### src/rtl/interrupt_control_unit_pkg.sv
// Shared processor encodings: ICU sequence states and the control-line codes
// the ICU drives in place of the control unit.
package interrupt_control_unit_pkg;

    typedef enum logic [2:0] {
        ST_IDLE       = 3'd0,
        ST_PUSH_PC_HI = 3'd1,
        ST_PUSH_PC_LO = 3'd2,
        ST_PUSH_FLAGS = 3'd3,
        ST_LOAD_VEC   = 3'd4,
        ST_JUMP       = 3'd5
    } icu_state_e;

    localparam logic [1:0] PUSH_SRC_NONE  = 2'b00;
    localparam logic [1:0] PUSH_SRC_PC_HI = 2'b01;
    localparam logic [1:0] PUSH_SRC_PC_LO = 2'b10;
    localparam logic [1:0] PUSH_SRC_FLAGS = 2'b11;

    localparam logic [3:0] ALU_FN_PASS = 4'b0000;
    localparam logic [3:0] ALU_FN_SP   = 4'b0100;

    localparam logic [1:0] BR_ALWAYS = 2'b11;

endpackage

### src/rtl/interrupt_control_unit.sv
// Interrupt control unit: on an int_req rising edge, pushes PC and flags,
// fetches the ISR address from VEC_ADDR and jumps there, owning the control lines.
module interrupt_control_unit
    import interrupt_control_unit_pkg::*;
#(
    parameter int ALU_W    = 4,
    parameter int VEC_ADDR = 0
) (
    input  logic             clk,
    input  logic             rst,
    input  logic             int_req,
    input  logic             stall,
    input  logic             rti_done,
    output logic             int_flag,
    output logic [ALU_W-1:0] alu_function,
    output logic             branch,
    output logic [1:0]       branch_type,
    output logic             data_read,
    output logic             data_write,
    output logic             DMR,
    output logic             DMW,
    output logic             stack_operation,
    output logic             push_pop,
    output logic             write_sp,
    output logic [1:0]       push_src,
    output logic             vec_sel,
    output logic             pc_from_mem,
    output logic             in_isr
);

    // The ALU codes are 4 bits wide; a narrower bus would corrupt them.
    if (ALU_W < 4 || VEC_ADDR < 0) begin : g_bad_cfg
        $error("interrupt_control_unit: ALU_W must be >= 4 and VEC_ADDR >= 0");
    end

    icu_state_e state_q, state_d;
    logic       pending_q, pending_d;
    logic       in_isr_q, in_isr_d;
    logic       int_req_q, int_req_d;
    logic       armed_q, armed_d;
    logic       req_edge;

    always_ff @(posedge clk or posedge rst) begin
        if (rst) begin
            state_q   <= ST_IDLE;
            pending_q <= 1'b0;
            in_isr_q  <= 1'b0;
            int_req_q <= 1'b0;
            armed_q   <= 1'b0;
        end else begin
            state_q   <= state_d;
            pending_q <= pending_d;
            in_isr_q  <= in_isr_d;
            int_req_q <= int_req_d;
            armed_q   <= armed_d;
        end
    end

    // armed_q masks the first sampled cycle after reset, so a level already
    // high at release is absorbed into the history instead of seen as an edge.
    always_comb begin
        req_edge  = armed_q & int_req & ~int_req_q;
        state_d   = state_q;
        pending_d = pending_q | req_edge;
        in_isr_d  = in_isr_q & ~rti_done;
        int_req_d = int_req;
        armed_d   = 1'b1;
        if (!stall) begin
            unique case (state_q)
                ST_IDLE: begin
                    if ((pending_q | req_edge) && !in_isr_q) begin
                        state_d   = ST_PUSH_PC_HI;
                        pending_d = 1'b0;
                    end
                end
                ST_PUSH_PC_HI: state_d = ST_PUSH_PC_LO;
                ST_PUSH_PC_LO: state_d = ST_PUSH_FLAGS;
                ST_PUSH_FLAGS: state_d = ST_LOAD_VEC;
                ST_LOAD_VEC:   state_d = ST_JUMP;
                ST_JUMP: begin
                    state_d  = ST_IDLE;
                    in_isr_d = 1'b1;
                end
                default:       state_d = ST_IDLE;
            endcase
        end
    end

    always_comb begin
        int_flag        = (state_q != ST_IDLE);
        alu_function    = ALU_W'(ALU_FN_PASS);
        branch          = 1'b0;
        branch_type     = 2'b00;
        data_read       = 1'b0;
        data_write      = 1'b0;
        DMR             = 1'b0;
        DMW             = 1'b0;
        stack_operation = 1'b0;
        push_pop        = 1'b0;
        write_sp        = 1'b0;
        push_src        = PUSH_SRC_NONE;
        vec_sel         = 1'b0;
        pc_from_mem     = 1'b0;
        in_isr          = in_isr_q;
        unique case (state_q)
            ST_PUSH_PC_HI, ST_PUSH_PC_LO, ST_PUSH_FLAGS: begin
                alu_function    = ALU_W'(ALU_FN_SP);
                stack_operation = 1'b1;
                push_pop        = 1'b1;
                DMW             = 1'b1;
                write_sp        = 1'b1;
                push_src        = (state_q == ST_PUSH_PC_HI) ? PUSH_SRC_PC_HI :
                                  (state_q == ST_PUSH_PC_LO) ? PUSH_SRC_PC_LO : PUSH_SRC_FLAGS;
            end
            ST_LOAD_VEC: begin
                alu_function = ALU_W'(ALU_FN_PASS);
                DMR          = 1'b1;
                vec_sel      = 1'b1;
            end
            ST_JUMP: begin
                alu_function = ALU_W'(ALU_FN_SP);
                branch       = 1'b1;
                branch_type  = BR_ALWAYS;
                pc_from_mem  = 1'b1;
            end
            default: ;
        endcase
    end

endmodule

### config.mk
export PLATFORM = sky130hd
export DESIGN_NAME = interrupt_control_unit
export DESIGN_NICKNAME = d
export VERILOG_FILES = /design/src/rtl/interrupt_control_unit_pkg.sv /design/src/rtl/interrupt_control_unit.sv
export SDC_FILE = /design/constraint.sdc
export NUM_CORES = 1
export LEC_CHECK = 0
export CAP_MARGIN = 20
export CORE_AREA = 2 2 39 41
export CTS_CLUSTER_SIZE = 40
export DETAILED_ROUTE_END_ITERATION = 10
export DIE_AREA = 0 0 41 43
export PLACE_DENSITY = 0.71
export SLEW_MARGIN = 20
export SYNTH_ARGS = -nofsm -noshare
export SYNTH_HDL_FRONTEND = slang
export SYNTH_SLANG_ARGS = --single-unit
### constraint.sdc
create_clock -name clk -period 1.73 [get_ports clk]
set_input_delay 0.346 -clock clk [delete_from_list [all_inputs] [get_ports clk]]
set_output_delay 0.346 -clock clk [all_outputs]
set_load 0.03 [all_outputs]
Word-level counts from Yosys, hierarchy flattened
Cells that the tools add are included.
Word-level totals
  bits in registers: 7
  output and inout bits: 20
  word-level logic and storage cells: 40
Operators by class
  eq/ne operators: 6
  muxes and demuxes: 15
  bitwise logic cells: 7
  reductions and logical operators: 7
Operators with widths (number)
  $pmux 3 s5: 1
  $mux 1: 9
  $eq 3x2->1 const B: 2
  $eq 3x3->1 const B: 2
  $mux 2: 3
  $mux 3: 2
  $reduce_or 4->1: 1
  $and 1x1->1: 3
  $eq 3x1->1 const B: 1
  $logic_not 3->1: 1
  $not 1->1: 3
  $reduce_bool 3->1: 1
  $reduce_or 3->1: 1
  $ne 2x2->1 const B: 1
  $reduce_and 2->1: 1
  $logic_and 1x1->1: 1
  $logic_not 1->1: 1
  $or 1x1->1: 1

Depth between registers and ports, before layout
  depth after elaboration: 7
  mapped depth: 4
  gate-level depth less buffers: 3

Worst setup path after synthesis
No wires, ideal clock.
  path type: reg2out
  start: register state_q[1]
  end: output branch_type[0]
  arrival time: 1.468 ns
  data required time: 1.384 ns
  setup slack: -0.084 ns
  cell stages (with the launch flop): 4
  path buffers: 1
  path through: dfrtp_1 or2b_1 nor2_1 buf_4
Between the ends
  word-level cells in the longest chain between the ends: 2
RTL lines
  from (decl): RTL line interrupt_control_unit.sv:36  | icu_state_e state_q, state_d;
  from (signal assigned): RTL line interrupt_control_unit.sv:51  | state_q <= state_d;
  $eq 3x3->1: RTL line interrupt_control_unit.sv:105  | unique case (state_q)
  $mux 2: RTL line interrupt_control_unit.sv:105
  to (decl): RTL line interrupt_control_unit.sv:17  | output logic [1:0] branch_type,
No other way between the ends.

Worst setup path in the final report
  start: register state_q[1]
  end: output branch
Between the ends
  word-level cells in the longest chain between the ends: 2
RTL lines
  $eq 3x3->1: RTL line interrupt_control_unit.sv:105
  $mux 1: RTL line interrupt_control_unit.sv:105
  to (decl): RTL line interrupt_control_unit.sv:16  | output logic branch,
No other way between the ends.

==> impl_results.md <==
* Status: finished, final reports clean
* Layout cell share with drive strength beyond 1 at 0.444
* ANT nets after route at 0
* Clock Power Share at 0.099
* Site Rows at 14
* Die Y at 43 µm
* Crit end category: primary output
* CP most frequent cell: buf_6
* # IOs at 25
* RSZ-0062 raised after global routing: yes
* Post-DP HPWL at 735 µm
* Worst hold path class: in2async
* Top Usage Layer GRT: met2
* MaxCap Viol Count at 0
* Required time of the critical path at 1.38 ns
* Starting DRT DRC Count at 4
* First-pass GRT wire length at 1500 µm
* Layout overhead on the synthesized area at 46.6%
* Sequential area share after synthesis at 0.395
* Final Max Tran Viols at 0
* Clock Tree Root: clkbuf_4
* Starting Density at 0.320
* CP max stage cell: dfrtp_1
* Cells along the critical path: buf_6, or2b_4, nor2_4, buf_6
* Worst-path clk slew at 0.05 ns
* CTS tree: yes
* P_sw at 728 µW
* Initial antenna violation count at 0
* Total number of vias at 364
* Placeable Area at 1380 µm²
* Hold Violations, Final at 0
* Worst endpoint data arrival time at 1.34 ns
* Grt total ovfl at 0
* Most frequent cells in the layout: 15 x buf_4, 7 x dfrtp_1, 6 x o21ai_0, 6 x conb_1
* Syn Inst Count at 50
* Net Sw Frac at 0.501
* Gpl congestion at 0.837
* Final setup vio count at 0
* Detailed-route wire length at 938 µm
* Seq cells post-synth at 7
* Worst setup SP type: flip-flop
* Sink Count at 7
* Worst slack at placement at 0.0715 ns
* VDD IR-drop max at 0.00163 V
* CTS Buf Count at 3
* Area leader, netlist: dfrtp_1
* Synth cell types at 18
* Commonest non-fill, non-tap cell in the layout: buf_4
* Number of I/O port buffers at 19
* M2 GR Usage at 0.209
* Yosys top cell area share at 0.395
* Combinational power share at 0.728
* Leakage at 0.327 nW
* Worst-path fanout max at 4
* Clock Skews at 0.00592 ns
* Ys Warns at 0
* Top delay family on crit path: simple AND/OR/NAND/NOR gates
* CTS H-Tree Depth at 1
* Clk_lat worst skew at 0.25 ns
* Vias in the first global route at 347
* Final std cells w/o fill at 88
* Max Root-Sink Buffers at 2
* Post-route setup slack at 0.0396 ns
* Sequential share of power at 0.173
* Hold Slack at 0.340 ns
* Internal power at 726 µW
* Minimum clock period at 1.69 ns
* Placed cell area at 576 µm²
* Crit path kind: reg2out
* Design Power at 1.45 mW
* F_max at 592 MHz
* Die extent in x at 41 µm
* Vias/cell at 4.14
* Largest net degree at the start of global routing at 8
* Met3 global-route usage at 0.0314
* Slowest cell delay on critical path at 0.39 ns
* Placed Cells at 80
* Fin nets at 78
* GR Util All Layers at 0.126
* Design Area, Final at 649 µm²
* Die area at 1760 µm²
* Crit share post-route at 0.977
* Residual DRC at 0
* Cell Pwr Density at 2240 nW/µm²
* First drt pass iteration count at 4
* Buffer and inverter count on the worst path at 2
* Wire per inst at 10.7 µm
* Met1 usage at 0.151
* Synthesized cell area at 443 µm²
* Hold_buf cts at 0
* Synth area leaders: dfrtp_1 40%, buf_4 22%, o21ai_0 6.8%, nor2_1 4.2%, inv_1 3.4%
* # diodes at 0
* Synthesized area per cell at 8.86 µm²
## state kept, by name (all words and copies together) (netlist names)
register	flops
state_q	3
armed_q	1
in_isr	1
int_req_q	1
pending_q	1
## through the flow
stage | setup TNS, ns | util
6_report | 0 | 0.469
5_1_grt | -0.0456 | 0.469
3_5_place_dp | 0 | 0.416
4_1_cts | -0.00131 | 0.455
3_3_place_gp | 0 | 0.416
2_1_floorplan | 0 | -
## per-layer routing
metal / wire (µm) / part of all wire / vias up
met3: 51 / 0.054 / 0
met5: 0 / 0 / -
met4: 0 / 0 / 0
li1: - / - / 182
met1: 384 / 0.41 / 170
met2: 502 / 0.54 / 12
## repair_timing
action	in CTS	in global routing
hold endpoints to repair	0	0
setup endpoints to repair	8	8
setup buffers	2	2
pin swaps	1	1
resized for setup	7	6
## power groups by stage
stage	clock, mW	combinational, mW	sequential [mW]
2_1_floorplan	0	0.707	0.272
3_3_place_gp	0	0.961	0.260
3_5_place_dp	0	0.968	0.265
4_1_cts	0.151	1.02	0.247
5_1_grt	0.159	1.12	0.257
6_report	0.145	1.06	0.251
## kinds of logic after synthesis
| kind of cell | Yosys count | synth area share |
|---|---|---|
| buf+inv | 18 | 0.263 |
| compound gates | 9 | 0.116 |
| simple gates | 12 | 0.164 |
| mux | 1 | 0.0254 |
| xor+xnor | 1 | 0.0198 |
| other cells | 2 | 0.0170 |
| flops | 7 | 0.395 |
## synthesized netlist by cell type, drive strengths merged
cell and n:
a21oi 1, and3b 1, buf 13, conb 2, dfrtp 7, inv 5
mux2 1, nand2 2, nand2b 2, nor2 5, nor3 1, o21ai 6
o22ai 1, o32a 1, or2b 1, xnor2 1
## worst reg2reg max path: stages (launching register included)
cell	delay, ns
dfrtp_1	0.37
buf_4	0.15
nor3_2	0.21
inv_2	0.06
o32a_1	0.28
## cell type report
class / count / area, µm²
well taps: 16 / 20.0
fillers: 132 / 734
clock buffers: 4 / 26.3
inverters: 5 / 18.8
repair buffers: 27 / 229
flip-flops and latches: 7 / 175
multi-input cells: 29 / 180
## path summary, 6_finish.rpt
kind,start,to,slack (ns),cells after the start
max,state_q[1],branch,0.04,4
min,rst,state_q[0],0.34,2
max reg2reg,state_q[2],pending_q,0.54,4
min reg2reg,pending_q,pending_q,0.50,1
max in group asynchronous,rst,armed_q,1.16,2
min in group clk,pending_q,pending_q,0.50,1
Power figures use the tool's default switching activity.
